$ cat src/rtl/alu_arbiter_if.sv
// Bus bundle for alu_arbiter: two requester channels, two response channels,
// the ALU-side enables/operands/results and the IRQ clear/pending signals.
interface alu_arbiter_if #(
  parameter int unsigned DATA_W = 8
);
  logic              req_a_valid;
  logic              req_a_ready;
  logic [1:0]        req_a_op;
  logic [DATA_W-1:0] req_a_in_a;
  logic [DATA_W-1:0] req_a_in_b;

  logic              req_b_valid;
  logic              req_b_ready;
  logic [1:0]        req_b_op;
  logic [DATA_W-1:0] req_b_in_a;
  logic [DATA_W-1:0] req_b_in_b;

  logic              rsp_a_valid;
  logic              rsp_a_ready;
  logic [DATA_W-1:0] rsp_a_data;
  logic              rsp_a_irq;

  logic              rsp_b_valid;
  logic              rsp_b_ready;
  logic [DATA_W-1:0] rsp_b_data;
  logic              rsp_b_irq;

  logic              alu_enable;
  logic              alu_enable_a;
  logic              alu_enable_b;
  logic [1:0]        alu_op_a;
  logic [1:0]        alu_op_b;
  logic [DATA_W-1:0] alu_in_a;
  logic [DATA_W-1:0] alu_in_b;
  logic [DATA_W-1:0] alu_out;
  logic              alu_irq;
  logic              alu_irq_clr;

  logic              irq_clr;
  logic              irq_pending;

  // Arbiter side
  modport slave (
    input  req_a_valid, req_a_op, req_a_in_a, req_a_in_b,
    output req_a_ready,
    input  req_b_valid, req_b_op, req_b_in_a, req_b_in_b,
    output req_b_ready,
    output rsp_a_valid, rsp_a_data, rsp_a_irq,
    input  rsp_a_ready,
    output rsp_b_valid, rsp_b_data, rsp_b_irq,
    input  rsp_b_ready,
    output alu_enable, alu_enable_a, alu_enable_b, alu_op_a, alu_op_b,
    output alu_in_a, alu_in_b, alu_irq_clr,
    input  alu_out, alu_irq,
    input  irq_clr,
    output irq_pending
  );

  // Requester / ALU / software side
  modport master (
    output req_a_valid, req_a_op, req_a_in_a, req_a_in_b,
    input  req_a_ready,
    output req_b_valid, req_b_op, req_b_in_a, req_b_in_b,
    input  req_b_ready,
    input  rsp_a_valid, rsp_a_data, rsp_a_irq,
    output rsp_a_ready,
    input  rsp_b_valid, rsp_b_data, rsp_b_irq,
    output rsp_b_ready,
    input  alu_enable, alu_enable_a, alu_enable_b, alu_op_a, alu_op_b,
    input  alu_in_a, alu_in_b, alu_irq_clr,
    output alu_out, alu_irq,
    output irq_clr,
    input  irq_pending
  );
endinterface

$ cat src/rtl/alu_arbiter.sv
// Round-robin arbiter sharing one ALU between two requesters (A: mode-a ops,
// B: mode-b ops). One transaction in flight: grant, issue one cycle, wait
// ALU_LAT cycles, hold the response until the owner accepts it.
module alu_arbiter #(
  parameter int unsigned DATA_W  = 8,
  parameter int unsigned ALU_LAT = 1
) (
  input logic          clk,
  input logic          rst,
  alu_arbiter_if.slave bus
);

  localparam logic [2:0] LP_LAT = ALU_LAT[2:0];

  typedef enum logic [1:0] {
    S_IDLE,
    S_ISSUE,
    S_WAIT,
    S_RESP
  } state_t;

  state_t            r_state;
  state_t            w_state_nxt;

  logic              r_last_b;   // 1: B was granted last, so A wins the next tie
  logic              r_gnt_b;    // owner of the transaction in flight
  logic [1:0]        r_op;
  logic [DATA_W-1:0] r_in_a;
  logic [DATA_W-1:0] r_in_b;
  logic [2:0]        r_cnt;
  logic [DATA_W-1:0] r_rsp_a_data;
  logic [DATA_W-1:0] r_rsp_b_data;
  logic              r_rsp_a_irq;
  logic              r_rsp_b_irq;
  logic              r_irq_clr_d;
  logic              r_irq_pending;

  logic              w_grant_a;
  logic              w_grant_b;
  logic              w_accept;

  assign w_grant_a = bus.req_a_valid & (~bus.req_b_valid | r_last_b);
  assign w_grant_b = bus.req_b_valid & (~bus.req_a_valid | ~r_last_b);
  assign w_accept  = (r_state == S_IDLE) & (w_grant_a | w_grant_b);

  assign bus.rsp_a_data  = r_rsp_a_data;
  assign bus.rsp_b_data  = r_rsp_b_data;
  assign bus.rsp_a_irq   = r_rsp_a_irq;
  assign bus.rsp_b_irq   = r_rsp_b_irq;
  assign bus.alu_irq_clr = r_irq_clr_d;
  assign bus.irq_pending = r_irq_pending;

  // State register
  always_ff @(posedge clk) begin
    if (rst) r_state <= S_IDLE;
    else     r_state <= w_state_nxt;
  end

  // Next-state decode and state-dependent outputs
  always_comb begin
    w_state_nxt      = r_state;
    bus.req_a_ready  = 1'b0;
    bus.req_b_ready  = 1'b0;
    bus.rsp_a_valid  = 1'b0;
    bus.rsp_b_valid  = 1'b0;
    bus.alu_enable   = 1'b0;
    bus.alu_enable_a = 1'b0;
    bus.alu_enable_b = 1'b0;
    bus.alu_op_a     = '0;
    bus.alu_op_b     = '0;
    bus.alu_in_a     = '0;
    bus.alu_in_b     = '0;
    case (r_state)
      S_IDLE: begin
        bus.req_a_ready = w_grant_a;
        bus.req_b_ready = w_grant_b;
        if (w_grant_a | w_grant_b) w_state_nxt = S_ISSUE;
      end
      S_ISSUE: begin
        bus.alu_enable   = 1'b1;
        bus.alu_enable_a = ~r_gnt_b;
        bus.alu_enable_b = r_gnt_b;
        bus.alu_op_a     = r_gnt_b ? 2'b00 : r_op;
        bus.alu_op_b     = r_gnt_b ? r_op : 2'b00;
        bus.alu_in_a     = r_in_a;
        bus.alu_in_b     = r_in_b;
        w_state_nxt      = S_WAIT;
      end
      S_WAIT: begin
        if (r_cnt == LP_LAT) w_state_nxt = S_RESP;
      end
      S_RESP: begin
        bus.rsp_a_valid = ~r_gnt_b;
        bus.rsp_b_valid = r_gnt_b;
        if (r_gnt_b ? bus.rsp_b_ready : bus.rsp_a_ready) w_state_nxt = S_IDLE;
      end
      default: w_state_nxt = S_IDLE;
    endcase
  end

  // Grant bookkeeping, request latch, latency counter and result capture
  always_ff @(posedge clk) begin
    if (rst) begin
      r_last_b     <= 1'b1;
      r_gnt_b      <= 1'b0;
      r_op         <= '0;
      r_in_a       <= '0;
      r_in_b       <= '0;
      r_cnt        <= '0;
      r_rsp_a_data <= '0;
      r_rsp_b_data <= '0;
      r_rsp_a_irq  <= 1'b0;
      r_rsp_b_irq  <= 1'b0;
    end else begin
      if (w_accept) begin
        r_gnt_b  <= w_grant_b;
        r_last_b <= w_grant_b;
        r_op     <= w_grant_b ? bus.req_b_op   : bus.req_a_op;
        r_in_a   <= w_grant_b ? bus.req_b_in_a : bus.req_a_in_a;
        r_in_b   <= w_grant_b ? bus.req_b_in_b : bus.req_a_in_b;
      end
      if (r_state == S_ISSUE) begin
        r_cnt <= 3'd1;
      end else if (r_state == S_WAIT) begin
        if (r_cnt == LP_LAT) begin
          r_cnt <= '0;
          if (r_gnt_b) begin
            r_rsp_b_data <= bus.alu_out;
            r_rsp_b_irq  <= bus.alu_irq;
          end else begin
            r_rsp_a_data <= bus.alu_out;
            r_rsp_a_irq  <= bus.alu_irq;
          end
        end else begin
          r_cnt <= r_cnt + 3'd1;
        end
      end
    end
  end

  // IRQ clear forwarding and pending mirror, independent of the FSM
  always_ff @(posedge clk) begin
    if (rst) begin
      r_irq_clr_d   <= 1'b0;
      r_irq_pending <= 1'b0;
    end else begin
      r_irq_clr_d   <= bus.irq_clr;
      r_irq_pending <= bus.alu_irq;
    end
  end

endmodule

$ cat src/flat_wrapper.sv
// flat-port wrapper written by rule: the top's interface ports become plain ports
module alu_arbiter_flat 
#(
  parameter int unsigned DATA_W  = 8,
  parameter int unsigned ALU_LAT = 1
)
  (clk, rst, bus_req_a_valid, bus_req_a_op, bus_req_a_in_a, bus_req_a_in_b, bus_req_a_ready, bus_req_b_valid, bus_req_b_op, bus_req_b_in_a, bus_req_b_in_b, bus_req_b_ready, bus_rsp_a_valid, bus_rsp_a_data, bus_rsp_a_irq, bus_rsp_a_ready, bus_rsp_b_valid, bus_rsp_b_data, bus_rsp_b_irq, bus_rsp_b_ready, bus_alu_enable, bus_alu_enable_a, bus_alu_enable_b, bus_alu_op_a, bus_alu_op_b, bus_alu_in_a, bus_alu_in_b, bus_alu_irq_clr, bus_alu_out, bus_alu_irq, bus_irq_clr, bus_irq_pending);
  alu_arbiter_if #(.DATA_W(DATA_W)) bus_i ();
  input logic clk;
  input logic rst;
  input wire logic [$bits(bus_i.req_a_valid)-1:0] bus_req_a_valid;
  input wire logic [$bits(bus_i.req_a_op)-1:0] bus_req_a_op;
  input wire logic [$bits(bus_i.req_a_in_a)-1:0] bus_req_a_in_a;
  input wire logic [$bits(bus_i.req_a_in_b)-1:0] bus_req_a_in_b;
  output wire logic [$bits(bus_i.req_a_ready)-1:0] bus_req_a_ready;
  input wire logic [$bits(bus_i.req_b_valid)-1:0] bus_req_b_valid;
  input wire logic [$bits(bus_i.req_b_op)-1:0] bus_req_b_op;
  input wire logic [$bits(bus_i.req_b_in_a)-1:0] bus_req_b_in_a;
  input wire logic [$bits(bus_i.req_b_in_b)-1:0] bus_req_b_in_b;
  output wire logic [$bits(bus_i.req_b_ready)-1:0] bus_req_b_ready;
  output wire logic [$bits(bus_i.rsp_a_valid)-1:0] bus_rsp_a_valid;
  output wire logic [$bits(bus_i.rsp_a_data)-1:0] bus_rsp_a_data;
  output wire logic [$bits(bus_i.rsp_a_irq)-1:0] bus_rsp_a_irq;
  input wire logic [$bits(bus_i.rsp_a_ready)-1:0] bus_rsp_a_ready;
  output wire logic [$bits(bus_i.rsp_b_valid)-1:0] bus_rsp_b_valid;
  output wire logic [$bits(bus_i.rsp_b_data)-1:0] bus_rsp_b_data;
  output wire logic [$bits(bus_i.rsp_b_irq)-1:0] bus_rsp_b_irq;
  input wire logic [$bits(bus_i.rsp_b_ready)-1:0] bus_rsp_b_ready;
  output wire logic [$bits(bus_i.alu_enable)-1:0] bus_alu_enable;
  output wire logic [$bits(bus_i.alu_enable_a)-1:0] bus_alu_enable_a;
  output wire logic [$bits(bus_i.alu_enable_b)-1:0] bus_alu_enable_b;
  output wire logic [$bits(bus_i.alu_op_a)-1:0] bus_alu_op_a;
  output wire logic [$bits(bus_i.alu_op_b)-1:0] bus_alu_op_b;
  output wire logic [$bits(bus_i.alu_in_a)-1:0] bus_alu_in_a;
  output wire logic [$bits(bus_i.alu_in_b)-1:0] bus_alu_in_b;
  output wire logic [$bits(bus_i.alu_irq_clr)-1:0] bus_alu_irq_clr;
  input wire logic [$bits(bus_i.alu_out)-1:0] bus_alu_out;
  input wire logic [$bits(bus_i.alu_irq)-1:0] bus_alu_irq;
  input wire logic [$bits(bus_i.irq_clr)-1:0] bus_irq_clr;
  output wire logic [$bits(bus_i.irq_pending)-1:0] bus_irq_pending;
  assign bus_i.req_a_valid = bus_req_a_valid;
  assign bus_i.req_a_op = bus_req_a_op;
  assign bus_i.req_a_in_a = bus_req_a_in_a;
  assign bus_i.req_a_in_b = bus_req_a_in_b;
  assign bus_req_a_ready = bus_i.req_a_ready;
  assign bus_i.req_b_valid = bus_req_b_valid;
  assign bus_i.req_b_op = bus_req_b_op;
  assign bus_i.req_b_in_a = bus_req_b_in_a;
  assign bus_i.req_b_in_b = bus_req_b_in_b;
  assign bus_req_b_ready = bus_i.req_b_ready;
  assign bus_rsp_a_valid = bus_i.rsp_a_valid;
  assign bus_rsp_a_data = bus_i.rsp_a_data;
  assign bus_rsp_a_irq = bus_i.rsp_a_irq;
  assign bus_i.rsp_a_ready = bus_rsp_a_ready;
  assign bus_rsp_b_valid = bus_i.rsp_b_valid;
  assign bus_rsp_b_data = bus_i.rsp_b_data;
  assign bus_rsp_b_irq = bus_i.rsp_b_irq;
  assign bus_i.rsp_b_ready = bus_rsp_b_ready;
  assign bus_alu_enable = bus_i.alu_enable;
  assign bus_alu_enable_a = bus_i.alu_enable_a;
  assign bus_alu_enable_b = bus_i.alu_enable_b;
  assign bus_alu_op_a = bus_i.alu_op_a;
  assign bus_alu_op_b = bus_i.alu_op_b;
  assign bus_alu_in_a = bus_i.alu_in_a;
  assign bus_alu_in_b = bus_i.alu_in_b;
  assign bus_alu_irq_clr = bus_i.alu_irq_clr;
  assign bus_i.alu_out = bus_alu_out;
  assign bus_i.alu_irq = bus_alu_irq;
  assign bus_i.irq_clr = bus_irq_clr;
  assign bus_irq_pending = bus_i.irq_pending;
  alu_arbiter #(.DATA_W(DATA_W), .ALU_LAT(ALU_LAT)) u_core (.clk(clk), .rst(rst), .bus(bus_i));
endmodule
$ cat config.mk
export PLATFORM = sky130hd
export DESIGN_NAME = alu_arbiter_flat
export DESIGN_NICKNAME = d
export VERILOG_FILES = /design/src/rtl/alu_arbiter_if.sv /design/src/rtl/alu_arbiter.sv /design/src/flat_wrapper.sv
export SDC_FILE = /design/constraint.sdc
export NUM_CORES = 1
export LEC_CHECK = 0
export CORE_ASPECT_RATIO = 0.7
export CORE_MARGIN = 2
export CORE_UTILIZATION = 37
export DETAILED_ROUTE_END_ITERATION = 6
export PLACE_DENSITY = 0.76
export SLEW_MARGIN = 20
export SYNTH_ARGS = -nofsm -noshare
export SYNTH_HDL_FRONTEND = slang
export SYNTH_SLANG_ARGS = --single-unit
$ cat constraint.sdc
create_clock -name clk -period 1.5 [get_ports clk]
set_input_delay 0.225 -clock clk [delete_from_list [all_inputs] [get_ports clk]]
set_output_delay 0.225 -clock clk [all_outputs]
set_load 0.02 [all_outputs]
== Yosys cells after proc, flatten, opt, wreduce, memory -nomap -nowiden ==
Index checks and enable logic that the tools add are counted.
W data, S select, Z words.

* Input port bits: 52
* Flip-flop bits (word level): 45
* Word-level logic and storage cells: 63
* Output and inout port bits: 47

* Mux-type cells: 24
* Equal/unequal tests: 7
* Reductions and logical operators: 6
* Bitwise gates (word level): 11
* Add/sub/neg operators: 1

{| class="wikitable"
|+ Operators by type and width
! cell !! number
|-
| $mux W8 || 4
|-
| $mux W2 || 8
|-
| $mux W1 || 10
|-
| $pmux W2 S4 || 1
|-
| $reduce_and A4 Y1 || 2
|-
| $not A1 Y1 || 5
|-
| $eq A2 B2 Y1 const B || 2
|-
| $ne A2 B1 Y1 const B || 2
|-
| $add A3 B1 Y3 const B || 1
|-
| $and A1 B1 Y1 || 3
|-
| $eq A3 B1 Y1 const B || 1
|-
| $mux W3 || 1
|-
| $or A1 B1 Y1 || 3
|-
| $reduce_and A3 Y1 || 1
|-
| $eq A2 B1 Y1 const B || 1
|-
| $logic_not A2 Y1 || 1
|-
| $ne A2 B2 Y1 const B || 1
|-
| $reduce_bool A2 Y1 || 1
|-
| $reduce_or A2 Y1 || 1
|}

== Logic depth before layout (Yosys ltp) ==
* Depth in word-level cells: 6
* Depth in mapped cells: 7
* Mapped depth without buffers: 5

== Worst setup path after synthesis ==
No wires, ideal clock.

* Path type: reg-to-output
* From: register u_core.r_state[1]
* To: output bus_alu_op_a[0]
* Arrival: 1.492 ns
* Path buffers: 0
* Setup slack: -0.217 ns
* Data required time: 1.275 ns
* Cell stages (with the launch flop): 5
* Path through: dfxtp_1 -> inv_1 -> ha_1 -> nor2b_1 -> and2_1

* Longest elaborated chain between the ends: 2

{| class="wikitable"
|+ RTL lines
! element !! line !! RTL
|-
| start, declared || alu_arbiter.sv:22 || <nowiki>state_t r_state;</nowiki>
|-
| start signal, assigned || alu_arbiter.sv:56 || <nowiki>else r_state <= w_state_nxt;</nowiki>
|-
| $eq A2 B1 Y1 || alu_arbiter.sv:73 || <nowiki>case (r_state)</nowiki>
|-
| $mux W2 || alu_arbiter.sv:73 ||
|-
| end, declared || flat_wrapper.sv:32 || <nowiki>output wire logic [$bits(bus_i.alu_op_a)-1:0] bus_alu_op_a;</nowiki>
|}

Every way passes these cells.

== Worst setup path in the final report ==
* From: register u_core.r_state[1]
* To: register u_core.r_state[0]

* Longest elaborated chain between the ends: 3
* Elaborated cells between the ends (all ways): 9

{| class="wikitable"
|+ RTL lines
! element !! line
|-
| $eq A2 B2 Y1 or $logic_not A2 Y1 (tied branches) || alu_arbiter.sv:73
|-
| $ne A2 B1 Y1 (no source line) or $ne A2 B2 Y1 (tied branches) || n/a
|-
| $reduce_and A3 Y1 (no source line) || n/a
|}

Parallel ways exist; a longest one is shown, timed or not.
A chain may end at the register's enable or synchronous reset.

==> metrics.md <==
| Metric | Value |
|---|---|
| Final min period | 1553 ps |
| Clock network power share | 13.7% |
| Final setup viols | 23 |
| Post-Synthesis Cells | 245 |
| Clk Latency, worst-skew pair | 300 ps |
| Fin. max-slew vios | 0 |
| Global-route wire length before repair | 10.21 mm |
| Grt peak-use layer | met2 |
| Lkg Pwr | 1.763 nW |
| RSZ-0062 raised after global routing | yes |
| Clk_skew | 6.087 ps |
| Initial DRC Count | 98 |
| Slowest cell on the critical path | dfxtp_2 |
| Vias in the first global route | 2166 |
| TritonRoute pass-1 iters | 5 |
| Final WL | 6.496 mm |
| Setup crit end kind | flip-flop |
| Routed vias/inst | 5.105 |
| Sw Pwr | 2.149 mW |
| WP data arrival | 1780 ps |
| Total grt overflow | 0 |
| Status | finished with violations |
| Distinct cell type count after synthesis | 31 |
| Mean Syn Cell Area | 8.656 sq um |
| Failing checks | negative setup slack |
| Switching share of total power | 38.84% |
| Yosys reg bits | 45 |
| GR Util met3 | 6.362% |
| Min-delay worst type | input port to flip-flop |
| Combinational Power Share | 57.1% |
| Worst IR Drop VDD | 0.0007535 V |
| Met1 GRT Util | 25.65% |
| GRT Total Usage | 20.84% |
| Post-detail-place hpwl | 4.311 mm |
| Buf/Inv on CP | 4 |
| Count leader, synth | dfxtp_1 |
| Sequential area share after synthesis | 42.48% |
| Commonest cells in the netlist | dfxtp_1, nor2_1, a21oi_1, and2_1, mux2i_1 |
| Synthesis Warnings | 0 |
| Die area | 6363 sq um |
| Die width | 94.49 um |
| Family with the most delay on the worst path | compound AO/OA/AOI/OAI gates |
| Clk root buf | clkbuf_8 |
| Setup WS post-layout | -53.15 ps |
| Post-Syn Nets | 302 |
| H-Tree Depth | 2 |
| Fmax achieved | 643.9 MHz |
| Initial core utilization | 37.60% |
| Post-DRT Antenna Nets | 0 |
| CTS Hold Bufs | 0 |
| Largest net degree at the start of global routing | 25 |
| Measured slew at the worst slew-check pin | 345.7 ps |
| Hold WS | 464.7 ps |
| Largest cells by area after synthesis | dfxtp_1, mux2i_1, a211oi_1, and2_1, a21oi_1 |
| Worst slew margin | 76.92% |
| Post-synthesis instance area | 2121 sq um |
| IO Pins | 99 |
| PwrDens | 1441 nW/um^2 |
| Area growth syn-to-layout | 81.00% |
| Top cell type's share of synthesized area | 42.48% |
| Wire per inst | 14.86 um |
| Number of remaining DRC errors | 0 |
| Initial antenna violation count | 0 |
| Synth area leader | dfxtp_1 |
| Die height | 67.34 um |
| Vias | 2231 |
| Reg power frac | 29.2% |
| Internal power | 3.384 mW |
| Fin nets | 418 |
| Post-synth EDFFs | 0 |
| Setup tns final | -505.6 ps |
| Max Cap Violations | 0 |
| Async SR Flop Fraction | 0% |
| Final Hold Fails | 0 |
| Crit path cell chain | inv_2 -> buf_6 -> ha_4 -> buf_6 -> a222oi_1 -> buf_4 -> o221a_1 |
| Crit Path Class | flip-flop to flip-flop |
| Cell mode on critical path | buf_6 |
| Core Box Area | 5640 sq um |
| Share of layout cells above drive strength 1 | 36.46% |
| CTS Buf Count | 5 |
| CP required | 1730 ps |
| CTS tree | built |
| Row cnt | 23 |
| PortBufs | 98 |
| Gpl congestion | 0.8105 |
| Clk pin slew, worst setup/hold paths | 90 ps |
| Number of diodes | 0 |
| Crit path launch type | flip-flop |
| Clk buf depth | 2 |
| Ys flop type | dfxtp_1 |
| Clk sink count | 45 |
| CP max stage delay | 340 ps |
| Met2 usage | 35.63% |
| Period utilisation layout | 103.5% |
| Crit Path Max Fanout | 4 |
## state kept, by name (all words and copies together) (netlist names)
register,count
u_core.r_state,2
u_core.r_op,2
u_core.bus.rsp_a_data,8
u_core.r_in_a,8
u_core.bus.rsp_b_irq,1
u_core.r_cnt,3
u_core.r_last_b,1
u_core.r_in_b,8
u_core.r_gnt_b,1
u_core.bus.rsp_a_irq,1
u_core.bus.alu_irq_clr,1
u_core.bus.rsp_b_data,8
u_core.bus.irq_pending,1
## per-layer routing
layer,part of all wire (%),vias to the layer above,wire [um]
li1,-,1088,-
met1,43,1042,2778
met2,47,93,3029
met3,9.2,8,599
met4,1.4,0,89
met5,0,-,0
## cell usage in the layout (no fill, tap or decap), types with 4 or more instances in the layout
| cell | count |
|---|---|
| dlymetal6s2s_1 | 17 |
| nor2_1 | 22 |
| a21oi_2 | 10 |
| mux2i_1 | 20 |
| clkbuf_8 | 5 |
| nand3_1 | 9 |
| a211oi_2 | 8 |
| buf_6 | 29 |
| and2_4 | 19 |
| nand2_1 | 7 |
| nor2b_1 | 4 |
| nand3_2 | 10 |
| ha_4 | 4 |
| dfxtp_1 | 42 |
| o21ai_0 | 17 |
| clkdlybuf4s50_1 | 54 |
| a211oi_1 | 10 |
| buf_4 | 22 |
| a21oi_1 | 10 |
## power by group through the flow
stage	Clock, mW	Sequential (mW)	Combinational (mW)
global placement	0	1.58	2.43
detailed placement	0	1.59	2.49
finish	0.760	1.62	3.16
floorplan	0	1.59	1.35
global route	0.834	1.65	3.39
CTS	0.776	1.59	3.00
## per-stage QoR
| step | instances | setup slack [ps] | util, % | area [sq um] | power (mW) |
|---|---|---|---|---|---|
| after global routing | 437 | -119.2 | 68.06 | 3839 | 5.865 |
| after CTS | 437 | -58.21 | 64.57 | 3642 | 5.367 |
| final | 437 | -53.15 | 68.06 | 3839 | 5.532 |
| after floorplan | 245 | 12.62 | - | 2136 | 2.939 |
| after global placement | 423 | -312.8 | 59.29 | 3344 | 4.008 |
| after detailed placement | 423 | -367.5 | 59.29 | 3344 | 4.079 |
## cells by family after synthesis
group | synth area share, %
flip-flops | 42.48
buffers and inverters | 5.546
AND/OR/NAND/NOR | 21.12
multiplexers | 9.439
adder cells (fa/ha/maj) | 2.950
AO/OA/AOI/OAI | 18.05
XOR/XNOR | 0.4131
## layout make-up
class                           count  area, sq um
Clock buffer                        5        68.82
Clock inverter                      3        22.52
Fill cell                         470         1802
Inverter                            5        21.27
Multi-Input combinational cell    175         1378
Sequential cell                    45        907.1
Tap cell                           75        93.84
Timing Repair Buffer              129         1348
## worst paths after layout
check,start,slack (ps),cells past startpoint,to
hold / removal,bus_irq_clr,460,2,u_core.bus.alu_irq_clr
setup / recovery,u_core.r_state[1],-50,7,u_core.r_state[0]
hold reg to reg,u_core.bus.rsp_b_data[7],480,2,u_core.bus.rsp_b_data[7]
setup reg to reg,u_core.r_state[1],-50,7,u_core.r_state[0]
## timing repair
action | 4_1_cts | 5_1_grt
gates cloned | 4 | 0
gates resized for setup | 192 | 63
buffers inserted | 2 | 0
endpoints found under the setup margin | 65 | 82
pin swaps | 6 | 23
Note: power is estimated with default switching activity, not from simulation.
